## src/rtl/wm_embed_sched.sv

```systemverilog
// wm_embed_sched: paces an 8-bit pixel stream into a watermark embedding core.
//
// Each accepted pixel is paired with the next byte of a looping message buffer
// and handed to the core with a one-cycle core_ce_o. Consecutive core_ce_o
// pulses are at least OVERCLOCK clocks apart. The core result is forwarded as a
// one-cycle m_pix_valid_o exactly CORE_LAT enabled clocks after core_ce_o.
//
// Parameters:
//   OVERCLOCK  clocks per core sample (2..255)
//   CORE_LAT   clocks from core_ce_o to a valid core_pixel_out_i (1..8)
//   MSG_AW     message buffer address width (2**MSG_AW bytes)
//
// Ports:
//   clk_i, rst_ni            clock, asynchronous active-low reset
//   clk_enable_i             global enable; low freezes all state
//   s_pix_*                  input pixel stream (valid/ready, data, sof)
//   cfg_we_i/addr/wdata      message buffer write port (IDLE only)
//   cfg_len_i, cfg_arm_i     message length and start request
//   cfg_stop_i               stop after the current sample
//   busy_o                   scheduler not idle
//   core_ce_o/pixel/message  drive to the watermarking core
//   core_pixel_out_i         result from the core
//   m_pix_*                  output pixel stream (no backpressure)
//   stat_frames_o/pixels_o   sample statistics
//
// Optional feature: define WM_SCHED_STATS_EN to build the frame/pixel counters;
// otherwise the statistics outputs are tied to zero.

module wm_embed_sched #(
  parameter int unsigned OVERCLOCK = 5,
  parameter int unsigned CORE_LAT  = 1,
  parameter int unsigned MSG_AW    = 8
) (
  input  logic              clk_i,
  input  logic              rst_ni,
  input  logic              clk_enable_i,
  input  logic              s_pix_valid_i,
  input  logic [7:0]        s_pix_data_i,
  input  logic              s_pix_sof_i,
  output logic              s_pix_ready_o,
  input  logic              cfg_we_i,
  input  logic [MSG_AW-1:0] cfg_addr_i,
  input  logic [7:0]        cfg_wdata_i,
  input  logic [MSG_AW:0]   cfg_len_i,
  input  logic              cfg_arm_i,
  input  logic              cfg_stop_i,
  output logic              busy_o,
  output logic              core_ce_o,
  output logic [7:0]        core_pixel_o,
  output logic [7:0]        core_message_o,
  input  logic [7:0]        core_pixel_out_i,
  output logic              m_pix_valid_o,
  output logic [7:0]        m_pix_data_o,
  output logic              m_pix_sof_o,
  output logic [15:0]       stat_frames_o,
  output logic [31:0]       stat_pixels_o
);

  typedef enum logic [1:0] {StIdle, StWaitPix, StIssue, StSpace} state_e;

  localparam int unsigned    Depth     = 1 << MSG_AW;
  localparam logic [MSG_AW:0] MaxLen   = (MSG_AW+1)'(Depth);
  // SPACE counts down from OVERCLOCK-3 to 0, i.e. OVERCLOCK-2 cycles.
  localparam logic [7:0]     SpaceInit = (OVERCLOCK > 2) ? 8'(OVERCLOCK - 3) : 8'd0;

  state_e              state_q, state_d;
  logic [MSG_AW:0]     len_q, len_d;
  logic [MSG_AW-1:0]   idx_q, idx_d;
  logic [7:0]          pix_q, pix_d;
  logic [7:0]          msg_q, msg_d;
  logic                sof_q, sof_d;
  logic [7:0]          cnt_q, cnt_d;
  logic                stop_q, stop_d;
  logic [CORE_LAT-1:0] vld_q, vld_d;
  logic [CORE_LAT-1:0] psof_q, psof_d;
  logic [7:0]          out_q;

  logic [7:0]          msg_mem [Depth];

  logic                accept;
  logic                arm_ok;
  logic                stop_now;
  logic [MSG_AW-1:0]   sel_idx;
  logic                idx_wrap;

  // Ready is withheld while disabled or while a stop is requested so that a
  // handshake never coincides with a frozen or stopping scheduler.
  assign s_pix_ready_o = (state_q == StWaitPix) & clk_enable_i & ~cfg_stop_i;
  assign accept        = s_pix_valid_i & s_pix_ready_o;
  assign arm_ok        = cfg_arm_i && (cfg_len_i != '0) && (cfg_len_i <= MaxLen);
  assign stop_now      = stop_q | cfg_stop_i;
  assign sel_idx       = s_pix_sof_i ? '0 : idx_q;
  assign idx_wrap      = (({1'b0, sel_idx} + (MSG_AW+1)'(1)) == len_q);

  assign busy_o         = (state_q != StIdle);
  assign core_ce_o      = (state_q == StIssue) & clk_enable_i;
  assign core_pixel_o   = pix_q;
  assign core_message_o = msg_q;

  assign m_pix_valid_o = vld_q[CORE_LAT-1] & clk_enable_i;
  assign m_pix_sof_o   = psof_q[CORE_LAT-1] & m_pix_valid_o;
  // Pass the core result through on the pulse, hold the last one otherwise.
  assign m_pix_data_o  = m_pix_valid_o ? core_pixel_out_i : out_q;

  always_comb begin
    state_d = state_q;
    len_d   = len_q;
    idx_d   = idx_q;
    pix_d   = pix_q;
    msg_d   = msg_q;
    sof_d   = sof_q;
    cnt_d   = cnt_q;
    stop_d  = stop_q;
    if (clk_enable_i) begin
      unique case (state_q)
        StIdle: begin
          if (arm_ok) begin
            len_d   = cfg_len_i;
            idx_d   = '0;
            state_d = StWaitPix;
          end
        end
        StWaitPix: begin
          if (cfg_stop_i) begin
            state_d = StIdle;
          end else if (accept) begin
            pix_d   = s_pix_data_i;
            sof_d   = s_pix_sof_i;
            msg_d   = msg_mem[sel_idx];
            idx_d   = idx_wrap ? '0 : sel_idx + MSG_AW'(1);
            stop_d  = 1'b0;
            state_d = StIssue;
          end
        end
        StIssue: begin
          if (OVERCLOCK > 2) begin
            cnt_d   = SpaceInit;
            stop_d  = stop_now;
            state_d = StSpace;
          end else begin
            stop_d  = 1'b0;
            state_d = stop_now ? StIdle : StWaitPix;
          end
        end
        StSpace: begin
          if (cnt_q == 8'd0) begin
            stop_d  = 1'b0;
            state_d = stop_now ? StIdle : StWaitPix;
          end else begin
            cnt_d  = cnt_q - 8'd1;
            stop_d = stop_now;
          end
        end
        default: state_d = StIdle;
      endcase
    end
  end

  // Latency pipeline keeps running after a stop so in-flight samples drain.
  always_comb begin
    vld_d  = (vld_q << 1) | CORE_LAT'(core_ce_o);
    psof_d = (psof_q << 1) | CORE_LAT'(core_ce_o & sof_q);
  end

  always_ff @(posedge clk_i or negedge rst_ni) begin
    if (!rst_ni) begin
      state_q <= StIdle;
      len_q   <= '0;
      idx_q   <= '0;
      pix_q   <= '0;
      msg_q   <= '0;
      sof_q   <= 1'b0;
      cnt_q   <= '0;
      stop_q  <= 1'b0;
      vld_q   <= '0;
      psof_q  <= '0;
      out_q   <= '0;
    end else if (clk_enable_i) begin
      state_q <= state_d;
      len_q   <= len_d;
      idx_q   <= idx_d;
      pix_q   <= pix_d;
      msg_q   <= msg_d;
      sof_q   <= sof_d;
      cnt_q   <= cnt_d;
      stop_q  <= stop_d;
      vld_q   <= vld_d;
      psof_q  <= psof_d;
      if (m_pix_valid_o) out_q <= core_pixel_out_i;
    end
  end

  // Buffer contents survive reset; writes only land while idle.
  always_ff @(posedge clk_i) begin
    if (clk_enable_i && (state_q == StIdle) && cfg_we_i) begin
      msg_mem[cfg_addr_i] <= cfg_wdata_i;
    end
  end

`ifdef WM_SCHED_STATS_EN
  logic [15:0] frames_q;
  logic [31:0] pixels_q;

  always_ff @(posedge clk_i or negedge rst_ni) begin
    if (!rst_ni) begin
      frames_q <= '0;
      pixels_q <= '0;
    end else if (core_ce_o) begin
      pixels_q <= pixels_q + 32'd1;
      if (sof_q) frames_q <= frames_q + 16'd1;
    end
  end

  assign stat_frames_o = frames_q;
  assign stat_pixels_o = pixels_q;
`else
  assign stat_frames_o = '0;
  assign stat_pixels_o = '0;
`endif

endmodule

```

## config.mk

```make
export PLATFORM = sky130hd
export DESIGN_NAME = wm_embed_sched
export DESIGN_NICKNAME = d
export VERILOG_FILES = /design/src/rtl/wm_embed_sched.sv
export SDC_FILE = /design/constraint.sdc
export NUM_CORES = 2
export LEC_CHECK = 0
export ABC_CLOCK_PERIOD_IN_PS = 7100
export CORE_MARGIN = 5
export CORE_UTILIZATION = 50
export CTS_CLUSTER_DIAMETER = 100
export DETAILED_ROUTE_END_ITERATION = 16
export PLACE_DENSITY = 0.64
export SLEW_MARGIN = 30
export SYNTH_ARGS = -nofsm -noshare
export SYNTH_HDL_FRONTEND = slang
export SYNTH_SLANG_ARGS = --single-unit
```

## constraint.sdc

```tcl
create_clock -name clk_i -period 7.1 [get_ports clk_i]
set_input_delay 1.775 -clock clk_i [delete_from_list [all_inputs] [get_ports clk_i]]
set_output_delay 1.775 -clock clk_i [all_outputs]
set_load 0.01 [all_outputs]
```

==> flow_summary.ini <==
[yosys]
synth_mux_area_share_pct = 8.87
synth-compound-area-share_pct = 7.93
synthDistinctLibCells = 85
synth_top_family_by_area = multiplexers
yosys.area_share.simple_pct = 5.71
ys_async_sr_fraction_pct = 2.62
synth_adder_area_share_pct = 0.0297
syn_area_per_cell_um2 = 15.9
ys_warn_count = 0
synth_xor_area_share_pct = 0.166
ys_ff_latch = 2103
synthFlopType = edfxtp_1
syn_area_um2 = 84400
synth-seq-area-share_pct = 74.5
synth-edff-count = 2048
syn_inst = 5289

[global_route]
grt_usage_pct = 26.2
grt_pass1_vias = 47300
antenna_found_initial = 7
grt_pass1_wl_um = 336000
grt_max_degree = 175
overflow = 0

[hold_path]
holdCritPathClass = reg -> reg
hold_path_startpoint = core_pixel_o[6]
holdPathEnd = core_pixel_o[6]
min_path_cells = 2

[finish]
fin_nets = 5393
final_cell_area_um2 = 93700
area_delta_synth_final_pct = 11.1
layout-drive-gt1-share_pct = 11.7
layout_common_cells = edfxtp_1 (2048), nand2_1 (530), mux2i_1 (478)
layout_commonest_cell = edfxtp_1

[clocking]
cts.path.max_buffers = 3
cts_tree = built
path_clk_slew_ns = 0.06
clkLatencyLatePin_ns = 0.87
numCtsBuffers = 208
cts_hold_buf = 0
clock_sinks = 2103
h-tree-depth = 4
ctsResizeCount = 0
cts_setup_buffers = 0
clock-root-buffer = clkbuf_16

[power]
p_comb_share_pct = 13.7
worst_ir_drop_vdd_mv = 0.261
leakagePower_nw = 29.7
switchingPower_mw = 7.27
power_density_nw_per_um2 = 304
intPower_mw = 21.2
p_seq_share_pct = 48.8
p_sw_share_pct = 25.5
p_clk_share_pct = 37.5

[routing]
viasPerCell = 6.33
ant_nets = 0
vias = 48900
dr.pass1.iters = 6
drtIter0Drc = 6516
drc = 0
wl_um = 234000
wl_per_cell_um = 30.3

[placed_design]
preCtsSetupSlack_ns = 1.22
io_buffer_count = 77
placed_cell_area_um2 = 87100
dp.final_hpwl_um = 138000
place_congestion = 0.931

[floorplan]
chipHeight_um = 421
die_area_um2 = 177000
initial_core_util_pct = 50.4
die_w_um = 421
pin_count = 126
rows = 150
coreArea_um2 = 167000

[sta]
min_period_ns = 5.67
worst_slew_pin_slew_ns = 1.08
slew_headroom_pct = 27.7
fin_skew_ns = 0.0377
finalSetupViolCount = 0
drv_slew = 0
layout_setup_ws_ns = 1.43
clock.fmax_mhz = 176
fin_crit_sh_pct = 79.9
report.final.hold_viol_count = 0
rsz0062_at_grt = no
tns_ns = 0

[run]
maxCapViolations = 0

[critical_path]
worst-r2r-setup-slack_ns = 2.46
worst-r2r-cell-count = 8
start_kind = primary input
cp_max_fo = 18
r2r_end = core_message_o[6]
r2r_start = idx_q[1]
worstPathArrival_ns = 3.90
crit_type = in -> out
endpoint_kind = primary output
cp.required_ns = 5.33

[outcome]
status = finished, final reports clean
-- per-stage QoR --
step                cells  total power, mW  utilization, %  hold slack [ns]
global route         7720             29.3            56.0            0.500
finish               7721             28.5            56.0            0.475
detailed placement   7333             18.0            52.0            0.464
floorplan            5336             16.7               -            0.446
CTS                  7716             28.5            55.9            0.480
global placement     7332             18.0            52.0            0.458
-- power groups by stage --
stage / registers [mW] / clock network, mW / logic [mW]
finish: 13.9 / 10.7 / 3.90
global route: 13.9 / 11.3 / 4.12
CTS: 13.9 / 10.8 / 3.87
detailed placement: 14.1 / 0 / 3.86
global placement: 14.1 / 0 / 3.82
floorplan: 14.1 / 0 / 2.64
-- metal layers --
| layer | routed length (um) | up-vias | track usage, % |
|---|---|---|---|
| li1 | - | 20800 | - |
| met1 | 93500 | 24800 | 37.5 |
| met2 | 107000 | 2802 | 40.2 |
| met3 | 24000 | 465 | 5.16 |
| met4 | 10100 | 2 | 10.0 |
| met5 | 17 | - | 0 |
-- cells by family after synthesis --
family                     after synthesis
buffers and inverters                  415
DFF                                   2103
muxes                                  660
xor gates and xnor gates                16
and+or+nand+nor                       1114
other                                    1
AOI/OAI and AO/OA                      978
adders and majority gates                2
-- area by class of cell --
| cell class | instances | area [um2] |
|---|---|---|
| timing repair buffer | 192 | 1990 |
| tap | 2204 | 2760 |
| antenna | 2 | 5.00 |
| multi-input combinational | 2818 | 19500 |
| clock inverter | 134 | 1120 |
| fill | 12900 | 73700 |
| clock buffer | 249 | 5450 |
| inverter | 19 | 71.3 |
| sequential | 2103 | 62900 |
-- worst max-delay path by stage --
stage            startpoint           endpoint  slack [ns]  cells after the start
6_report       clk_enable_i    m_pix_data_o[2]        1.43                      4
4_1_cts        clk_enable_i    m_pix_data_o[2]        1.39                      4
3_3_place_gp    s_pix_sof_i  core_message_o[5]        1.31                     11
3_5_place_dp    s_pix_sof_i  core_message_o[4]        1.22                     11
2_1_floorplan  clk_enable_i    m_pix_data_o[0]        2.38                      4
5_1_grt        clk_enable_i    m_pix_data_o[2]        1.29                      4
-- sequential cells by signal, indices dropped and copies added (netlist names), named ones only --
signal          cells
psof_q              1
core_message_o      8
out_q               8
sof_q               1
core_pixel_o        8
state_q             1
len_q               9
vld_q               1
cnt_q               8
idx_q               8
stop_q              1
msg_mem          2048
-- Yosys cell counts, types with 8 or more instances --
library cell     n  share of area [%]
o21ai_0        165               0.98
buf_1           17              0.076
a22oi_1         32               0.28
edfxtp_1      2048                 73
o21ai_1         25               0.15
a2111oi_0       28               0.29
and2_1          18               0.13
a31oi_1         62               0.46
inv_1           18              0.080
o2111ai_1        9              0.093
nor3_1          17               0.10
mux4_2          56                1.5
buf_2          152               0.90
a211o_1          8              0.083
a311oi_1        19               0.20
a211oi_1       104               0.93
nand2b_1        12              0.089
a21oi_1        167               0.99
mux2i_1        478                5.7
a221oi_1       115                1.2
nor2_1         310                1.4
o22ai_1         80               0.59
nand3_1        116               0.69
o311ai_0         8              0.083
nand2_1        535                2.4
mux2_2         125                1.7
buf_6           25               0.33
o31ai_1         12               0.11
a32o_1          12               0.14
nand4_1         10              0.074
nor4_1          19               0.14
a32oi_1         21               0.22
dfrtp_1         55                1.6
buf_4           99               0.88
clkbuf_1       100               0.44
xnor2_1         11               0.11
o221ai_1        31               0.32
nor2b_1         39               0.29
o211ai_1        30               0.27
-- worst max-delay path, cell delays in order --
cell and delay [ns]:
clkdlybuf4s50_1 0.70, nand2_1 0.49, mux2_2 0.43, clkdlybuf4s50_1 0.50
No activity file was read; power rests on OpenSTA's default activity.
